===== config.mk =====
export PLATFORM = sky130hd
export DESIGN_NAME = prime_scan_ctrl
export DESIGN_NICKNAME = d
export VERILOG_FILES = /design/src/rtl/prime_scan_ctrl.sv
export SDC_FILE = /design/constraint.sdc
export NUM_CORES = 1
export LEC_CHECK = 0
export CORE_MARGIN = 5
export CORE_UTILIZATION = 36
export DETAILED_ROUTE_END_ITERATION = 16
export HOLD_SLACK_MARGIN = 0.03
export PLACE_DENSITY = 0.62
export REMOVE_ABC_BUFFERS = 1
export SLEW_MARGIN = 20
export SYNTH_ARGS = -nofsm -noshare
export SYNTH_HDL_FRONTEND = slang
export SYNTH_SLANG_ARGS = --single-unit

===== constraint.sdc =====
create_clock -name Clk -period 3.5 [get_ports Clk]
set_input_delay 0.7 -clock Clk [delete_from_list [all_inputs] [get_ports Clk]]
set_output_delay 0.7 -clock Clk [all_outputs]
set_load 0.02 [all_outputs]

===== src/rtl/prime_scan_ctrl.sv =====
// prime_scan_ctrl: sequences an external 4-bit combinational prime detector
// across a latched inclusive range [Lo, Hi], one value per clock.
// While it scans, it counts the primes and records the largest one.
// It reports the results with a one-cycle Done pulse.
// Optional feature macro: PRIME_SCAN_MAP_EN adds a 16-bit Map output.
// Map has one bit per detected prime.
module prime_scan_ctrl (
  input  logic        Clk,
  input  logic        Rst_n,
  input  logic        Start,
  input  logic [3:0]  Lo,
  input  logic [3:0]  Hi,
  output logic [3:0]  Num,
  input  logic        Prime,
  output logic        Busy,
  output logic        Done,
  output logic        Err,
  output logic [4:0]  Count,
  output logic        Found,
  output logic [3:0]  Last
`ifdef PRIME_SCAN_MAP_EN
  ,
  output logic [15:0] Map
`endif
);

  typedef enum logic [1:0] {
    IDLE = 2'd0,
    SCAN = 2'd1,
    DONE = 2'd2
  } state_t;

  state_t     state;
  logic [3:0] hi_q;

  // Count saturates rather than wraps; a 0..15 range tops out at 6 primes.
  function automatic logic [4:0] count_inc(input logic [4:0] c);
    if (c == 5'd31) return c;
    return c + 5'd1;
  endfunction

  // Scan sequencer: the state, the range, the results and the Busy/Done flags are all registered here.
  always_ff @(posedge Clk or negedge Rst_n) begin
    if (!Rst_n) begin
      state <= IDLE;
      hi_q  <= '0;
      Num   <= '0;
      Count <= '0;
      Last  <= '0;
      Found <= 1'b0;
      Busy  <= 1'b0;
      Done  <= 1'b0;
      Err   <= 1'b0;
`ifdef PRIME_SCAN_MAP_EN
      Map   <= '0;
`endif
    end else begin
      case (state)
        IDLE: begin
          Done <= 1'b0;
          if (Start) begin
            Count <= '0;
            Last  <= '0;
            Found <= 1'b0;
`ifdef PRIME_SCAN_MAP_EN
            Map   <= '0;
`endif
            if (Lo <= Hi) begin
              state <= SCAN;
              Busy  <= 1'b1;
              hi_q  <= Hi;
              Num   <= Lo;
              Err   <= 1'b0;
            end else begin
              // An inverted range skips the scan entirely; Num keeps its old value.
              state <= DONE;
              Done  <= 1'b1;
              Err   <= 1'b1;
            end
          end
        end
        SCAN: begin
          // Values rise in ascending order, so the most recent prime is also the largest.
          if (Prime) begin
            Count <= count_inc(Count);
            Last  <= Num;
            Found <= 1'b1;
`ifdef PRIME_SCAN_MAP_EN
            Map[Num] <= 1'b1;
`endif
          end
          // Testing equality before incrementing means Hi=15 never wraps Num back to 0.
          if (Num == hi_q) begin
            state <= DONE;
            Busy  <= 1'b0;
            Done  <= 1'b1;
          end else begin
            Num <= Num + 4'd1;
          end
        end
        DONE: begin
          state <= IDLE;
          Done  <= 1'b0;
        end
        default: begin
          state <= IDLE;
          Busy  <= 1'b0;
          Done  <= 1'b0;
        end
      endcase
    end
  end

endmodule

==> results.py, run 1 <==
metrics = {
    "layout": {
        "diodes": 0,
        "fin_nets": 179,
        "area_delta_synth_final_pct": 26.9,
        "num-fill-cells": 335,
        "final_layout_size_suffix_gt1_share_pct": 10.7,
    },
    "flow_run": {
        "cap_violations": 0,
    },
    "power_and_ir_drop": {
        "power.share.sequential_pct": 37.7,
        "p_sw_share_pct": 43.6,
        "internal_power_w": 0.000777,
        "p_clk_share_pct": 9.1,
        "p_per_area_nw_per_um2": 851,
        "totalPowerFinal_w": 0.00138,
        "vdd_drop_max_v": 0.000418,
        "comb_power_share_pct": 53.3,
        "p_switching_w": 0.000601,
        "p_leak_nw": 0.722,
    },
    "setup_path": {
        "cp_num_buf_inv": 2,
        "path_cells": "clkdlybuf4s50_1 -> inv_1 -> ha_1 -> nor2b_1 -> o211ai_1 -> a21oi_2 -> mux2_2",
        "ff2ff_path_depth": 8,
        "slowest_stage": "a21oi_2",
        "ff2ff_setup_slack_ps": 1490,
        "worst-setup-path-type": "input pin to register",
        "cp.arrival_ps": 2680,
        "reg2reg_to": "Count[3]$_DFFE_PN0P_",
        "end_kind": "register",
        "crit_required_ps": 3710,
        "cp_slowest_stage_delay_ps": 480,
        "crit_path_max_fanout": 13,
        "timing.rr.start": "Count[0]$_DFFE_PN0P_",
        "startpoint": "Hi[1]",
        "cp_top_family": "compound AO/OA/AOI/OAI gates",
        "cp.depth": 7,
        "cp-start-kind": "input pin",
        "crit_end": "hi_q[0]$_DFFE_PN0P_",
    },
    "die": {
        "core_um2": 3390,
        "num_rows": 21,
        "die_h_um": 69.5,
        "die_x_um": 69.5,
        "start_util_pct": 37.7,
        "fp.dieArea_um2": 4840,
        "io-pin-count": 29,
    },
    "yosys": {
        "synth_top_cell_by_area": "dfrtp_1",
        "synth_area_leaders": "dfrtp_1, ha_1, o21ai_0",
        "ys_ff_latch": 23,
        "synth_area_um2": 1280,
        "yosysMostFrequentCell": "dfrtp_1",
        "ys_types": 35,
        "syn_inst": 130,
        "synth_top_area_share_pct": 45.1,
        "syn-mean-instance-area_um2": 9.82,
        "synth_enable_flop_cells": 0,
        "synth_commonest_cells": "dfrtp_1, inv_1, o21ai_0",
        "ys.warnings.count": 0,
        "synth-async-reset-ratio_pct": 100,
        "synth.yosys.seq_area_share_pct": 45.1,
        "ys.flop_type": "dfrtp_1",
    },
    "drt": {
        "dr.pass1.iters": 4,
        "drc": 0,
        "drt-wirelength-per-cell_um": 14.1,
        "ant_nets": 0,
        "first_iter_violations": 65,
        "viasPerCell": 5.12,
        "wl_um": 2900,
        "via_count": 1049,
    },
    "global_route": {
        "grt_antenna_before_repair": 0,
        "grt_max_degree": 24,
        "grt-ovfl-total": 0,
        "grt_pass1_vias": 1089,
        "grt_pass1_wl_um": 5040,
        "grt_util_all_layers_pct": 12.7,
    },
    "timing": {
        "fin_crit_ps": 2470,
        "setup_viol": 0,
        "worst_pin_slew_ps": 577,
        "fin_skew_ps": 10.8,
        "relSlewSlack_pct": 61.5,
        "setup_ws_ps": 1030,
        "period_share_pct": 70.6,
        "clock.fmax_ghz": 0.405,
        "setup_tns_ps": 0,
        "finalHoldViolCount": 0,
        "rsz0062_at_grt": "false",
        "slew_viol_final": 0,
    },
    "clock_tree": {
        "htree_levels": 1,
        "postCtsSetupRepairBufs": 0,
        "cts_buffer_depth": 2,
        "cts_tree": "built",
        "numCtsBuffers": 3,
        "clk_pin_slew_ps": 130,
        "insertion_delay_ps": 320,
        "cts_root_buf": "clkbuf_4",
        "ctsHoldBuffers": 0,
        "cts_resized": 0,
        "cts.sinks": 23,
    },
    "placed_design": {
        "routabilityCongestion": 0.754,
        "dp_slack_ps": 716,
        "io_buffers": 28,
        "dp_hpwl_um": 2230,
    },
    "hold_path": {
        "hold_path_class": "input pin to asynchronous set/reset pin",
    },
    "outcome": {
        "outcome": "complete, no violations",
    },
}
-- registers in the layout, summed over array words and instances, names as in the netlist --
signal / count
Count: 5
Last: 4
Num: 4
hi_q: 4
state: 2
Busy: 1
Done: 1
Err: 1
Found: 1
-- power groups by stage --
stage | clock network [W] | registers (W) | logic [W]
final | 0.000125 | 0.000519 | 0.000734
after global routing | 0.000144 | 0.000542 | 0.000809
after CTS | 0.000132 | 0.000520 | 0.000742
after detailed placement | 0 | 0.000524 | 0.000737
after global placement | 0 | 0.000519 | 0.000729
after floorplan | 0 | 0.000584 | 0.000393
-- kinds of logic after synthesis --
logic type	synth area share, %
AO/OA/AOI/OAI	19.7
XOR/XNOR	4.12
adder cells (fa/ha/maj)	6.86
buffers and inverters	6.08
flip-flops	45.1
multiplexers	1.67
AND/OR/NAND/NOR	16.5
-- cell type report --
class / count / area [µm²] / area share (%)
sequential: 23 / 576 / 35.5
clock inverter: 1 / 5.00 / 0.309
clock buffer: 3 / 22.5 / 1.39
multi-input combinational: 88 / 623 / 38.5
tap: 46 / 57.6 / 3.55
timing repair buffer: 28 / 275 / 17.0
inverter: 16 / 60.1 / 3.71
-- metrics by stage --
step	instances	hold WS, ps	util [%]	instance area, µm²
after floorplan	127	404	-	1260
after global placement	201	493	47.1	1600
after detailed placement	201	489	47.1	1600
after CTS	205	523	47.9	1620
after global routing	205	365	47.8	1620
final	205	337	47.8	1620
-- cells in the final DEF, fill, tap and decap left out, drive strengths merged --
master and instances:
a21bo 1, clkinv 1, o211ai 1, nand2 12, o21ai 13, nand3b 1
clkdlybuf4s50 27, nor3b 1, mux2i 1, clkbuf 3, a211oi 1, or2b 1
a21oi 5, a221oi 3, or2 1, and3 1, dfrtp 23, and2 2
mux2 1, nand4 4, buf 1, a22o 5, o31ai 1, nor2 7
nand3 3, o22ai 3, o21a 1, xnor2 4, or3b 1, ha 7
nor2b 4, a31oi 1, xor2 2, inv 16
-- metal layers --
layer	wire [µm]	GRT usage [%]
met4	42	3.25
met5	0	0
met3	138	3.91
met1	1360	16.9
met2	1350	20.1
-- worst min-delay path by stage --
stage                            to  slack, ps  cells past startpoint
6_report       Count[1]$_DFFE_PN0P_        340                      1
5_1_grt        Count[4]$_DFFE_PN0P_        370                      1
4_1_cts             Err$_DFFE_PN0P_        520                      1
3_5_place_dp        Err$_DFFE_PN0P_        490                      1
3_3_place_gp        Err$_DFFE_PN0P_        490                      1
2_1_floorplan      Busy$_DFFE_PN0P_        400                      0
(Power assumes the default switching activity.)
==> inputs of run 2 (changes only) <==
==> constraint.sdc (replaced) <==
create_clock -name Clk -period 2.5 [get_ports Clk]
set_input_delay 0.5 -clock Clk [delete_from_list [all_inputs] [get_ports Clk]]
set_output_delay 0.5 -clock Clk [all_outputs]
set_load 0.02 [all_outputs]
==> run 2 against run 1 <==
Critical path depth is 2 higher. Via count is 2.5% lower. Global-route usage down 0.28 points. Count of clock-buffer cells in the layout unchanged. Sequential power grew 38%. Die area stayed put. Cell count grew 2.0%. Design area rose by 2.2%. Sequential share of layout area fell by 0.75 points. Non-clock buffer count grew 4. Largest power group unchanged. First-iteration DRC count shrank 23%. Combinational power increased by 44%.
==> results.py, run 2 (synthesized netlist as in run 1, its figures left out) <==
metrics = {
    "drt": {
        "wl_met1_um": 1310,
        "met2_wirelength_um": 1380,
        "viasPerCell": 4.89,
        "route.met3.wl_um": 78,
        "via_count": 1023,
        "dr.pass1.iters": 4,
        "ant_nets": 0,
        "drc": 0,
        "wl_um": 2790,
        "drt-wirelength-per-cell_um": 13.3,
        "top_layer": "met4",
        "first_iter_violations": 50,
    },
    "setup_path": {
        "end_kind": "register",
        "cp-start-kind": "input pin",
        "ff2ff_setup_slack_ps": 520,
        "cp.arrival_ps": 2290,
        "worst-setup-path-type": "input pin to register",
        "crit_required_ps": 2700,
        "crit_path_max_fanout": 9,
    },
    "global_route": {
        "grt-ovfl-total": 0,
        "grt_antenna_before_repair": 0,
        "grt_pass1_wl_um": 5020,
        "grt_pass1_vias": 1107,
        "grt_max_degree": 24,
        "grt_util_all_layers_pct": 12.5,
    },
    "flow_run": {
        "cap_violations": 0,
    },
    "die": {
        "io-pin-count": 29,
        "start_util_pct": 37.7,
        "core_um2": 3390,
        "fp.dieArea_um2": 4840,
        "die_h_um": 69.5,
        "die_x_um": 69.5,
        "num_rows": 21,
    },
    "clock_tree": {
        "numCtsBuffers": 3,
        "ctsHoldBuffers": 0,
        "postCtsSetupRepairBufs": 0,
        "cts.sinks": 23,
        "clk_pin_slew_ps": 120,
        "insertion_delay_ps": 310,
        "cts_resized": 0,
        "cts_buffer_depth": 2,
        "htree_levels": 1,
        "cts_root_buf": "clkbuf_4",
        "cts_tree": "built",
    },
    "hold_path": {
        "hold_path_class": "register to register",
    },
    "layout": {
        "regArea_um2": 576,
        "final_layout_size_suffix_gt1_share_pct": 12.3,
        "final_area_um2": 1650,
        "layout_commonest_cell": "clkdlybuf4s50_1",
        "fin_nets": 183,
        "regMostFlops": "Count",
        "num-fill-cells": 337,
        "fin_util_pct": 48.8,
        "area_delta_synth_final_pct": 29.6,
        "multi_input_area_um2": 623,
        "diodes": 0,
        "layout_common_cells": "clkdlybuf4s50_1, dfrtp_1, inv_1, o21ai_0, nand2_1",
        "largest_reg_flops": 5,
    },
    "timing": {
        "period_share_pct": 83.4,
        "slew_viol_final": 0,
        "clock.fmax_ghz": 0.480,
        "worst_pin_slew_ps": 502,
        "setup_viol": 0,
        "setup_tns_ps": 0,
        "finalHoldViolCount": 0,
        "setup_ws_ps": 415,
        "fin_crit_ps": 2090,
        "rsz0062_at_grt": "false",
        "fin_skew_ps": 3.69,
        "relSlewSlack_pct": 66.2,
    },
    "placed_design": {
        "dp_hpwl_um": 2210,
        "dp_slack_ps": 84.2,
        "io_buffers": 28,
        "place_area_um2": 1630,
        "routabilityCongestion": 0.856,
    },
    "power_and_ir_drop": {
        "p_sw_share_pct": 42.9,
        "p_leak_nw": 0.741,
        "power.share.sequential_pct": 36.7,
        "p_per_area_nw_per_um2": 1180,
        "internal_power_w": 0.00111,
        "vdd_drop_max_v": 0.000471,
        "comb_power_share_pct": 54.5,
        "p_clk_share_pct": 8.8,
        "totalPowerFinal_w": 0.00195,
        "p_switching_w": 0.000838,
    },
    "outcome": {
        "outcome": "complete, no violations",
    },
}
==> run 2: layout make-up <==
type | instances | area share, %
tap | 46 | 3.48
clock inverter | 1 | 0.303
timing repair buffer | 32 | 18.8
multi-input combinational | 88 | 37.7
sequential | 23 | 34.8
inverter | 16 | 3.63
clock buffer | 3 | 1.36
==> run 2: worst paths after layout <==
path | startpoint | endpoint | cells after the start
setup / recovery | Hi[1] | Num[1]$_DFFE_PN0P_ | 9
hold / removal | Err$_DFFE_PN0P_ | Err$_DFFE_PN0P_ | 1
setup reg to reg | Count[0]$_DFFE_PN0P_ | Count[3]$_DFFE_PN0P_ | 8
hold reg to reg | Err$_DFFE_PN0P_ | Err$_DFFE_PN0P_ | 1
max in group asynchronous | Rst_n | Num[0]$_DFFE_PN0P_ | 2
min in group asynchronous | Rst_n | Done$_DFFE_PN0P_ | 2
==> run 2: critical path, cell delays in order <==
cell and delay [ps]:
clkdlybuf4s50_1 450, inv_1 50, ha_1 280, nor2b_1 130
o211ai_1 280, a21oi_2 150, buf_4 190, o22ai_1 180
a21oi_1 70
==> run 2: layer usage <==
| layer | global-route usage [%] | up-vias |
|---|---|---|
| met2 | 20.3 | 15 |
| met4 | 4.12 | 0 |
| li1 | - | 517 |
| met1 | 16.6 | 489 |
| met3 | 2.17 | 2 |
| met5 | 0 | - |
==> run 2: per-stage QoR <==
stage | hold WS, ps | cells
floorplan | 204 | 127
global placement | 479 | 205
detailed placement | 483 | 205
CTS | 519 | 209
global route | 533 | 209
finish | 514 | 209
==> run 2: power by group through the flow <==
| stage | clock, W | sequential (W) | combinational (W) |
|---|---|---|---|
| after floorplan | 0 | 0.000817 | 0.000551 |
| after global placement | 0 | 0.000719 | 0.00105 |
| after detailed placement | 0 | 0.000728 | 0.00107 |
| after CTS | 0.000183 | 0.000722 | 0.00108 |
| after global routing | 0.000196 | 0.000754 | 0.00118 |
| final | 0.000171 | 0.000717 | 0.00106 |
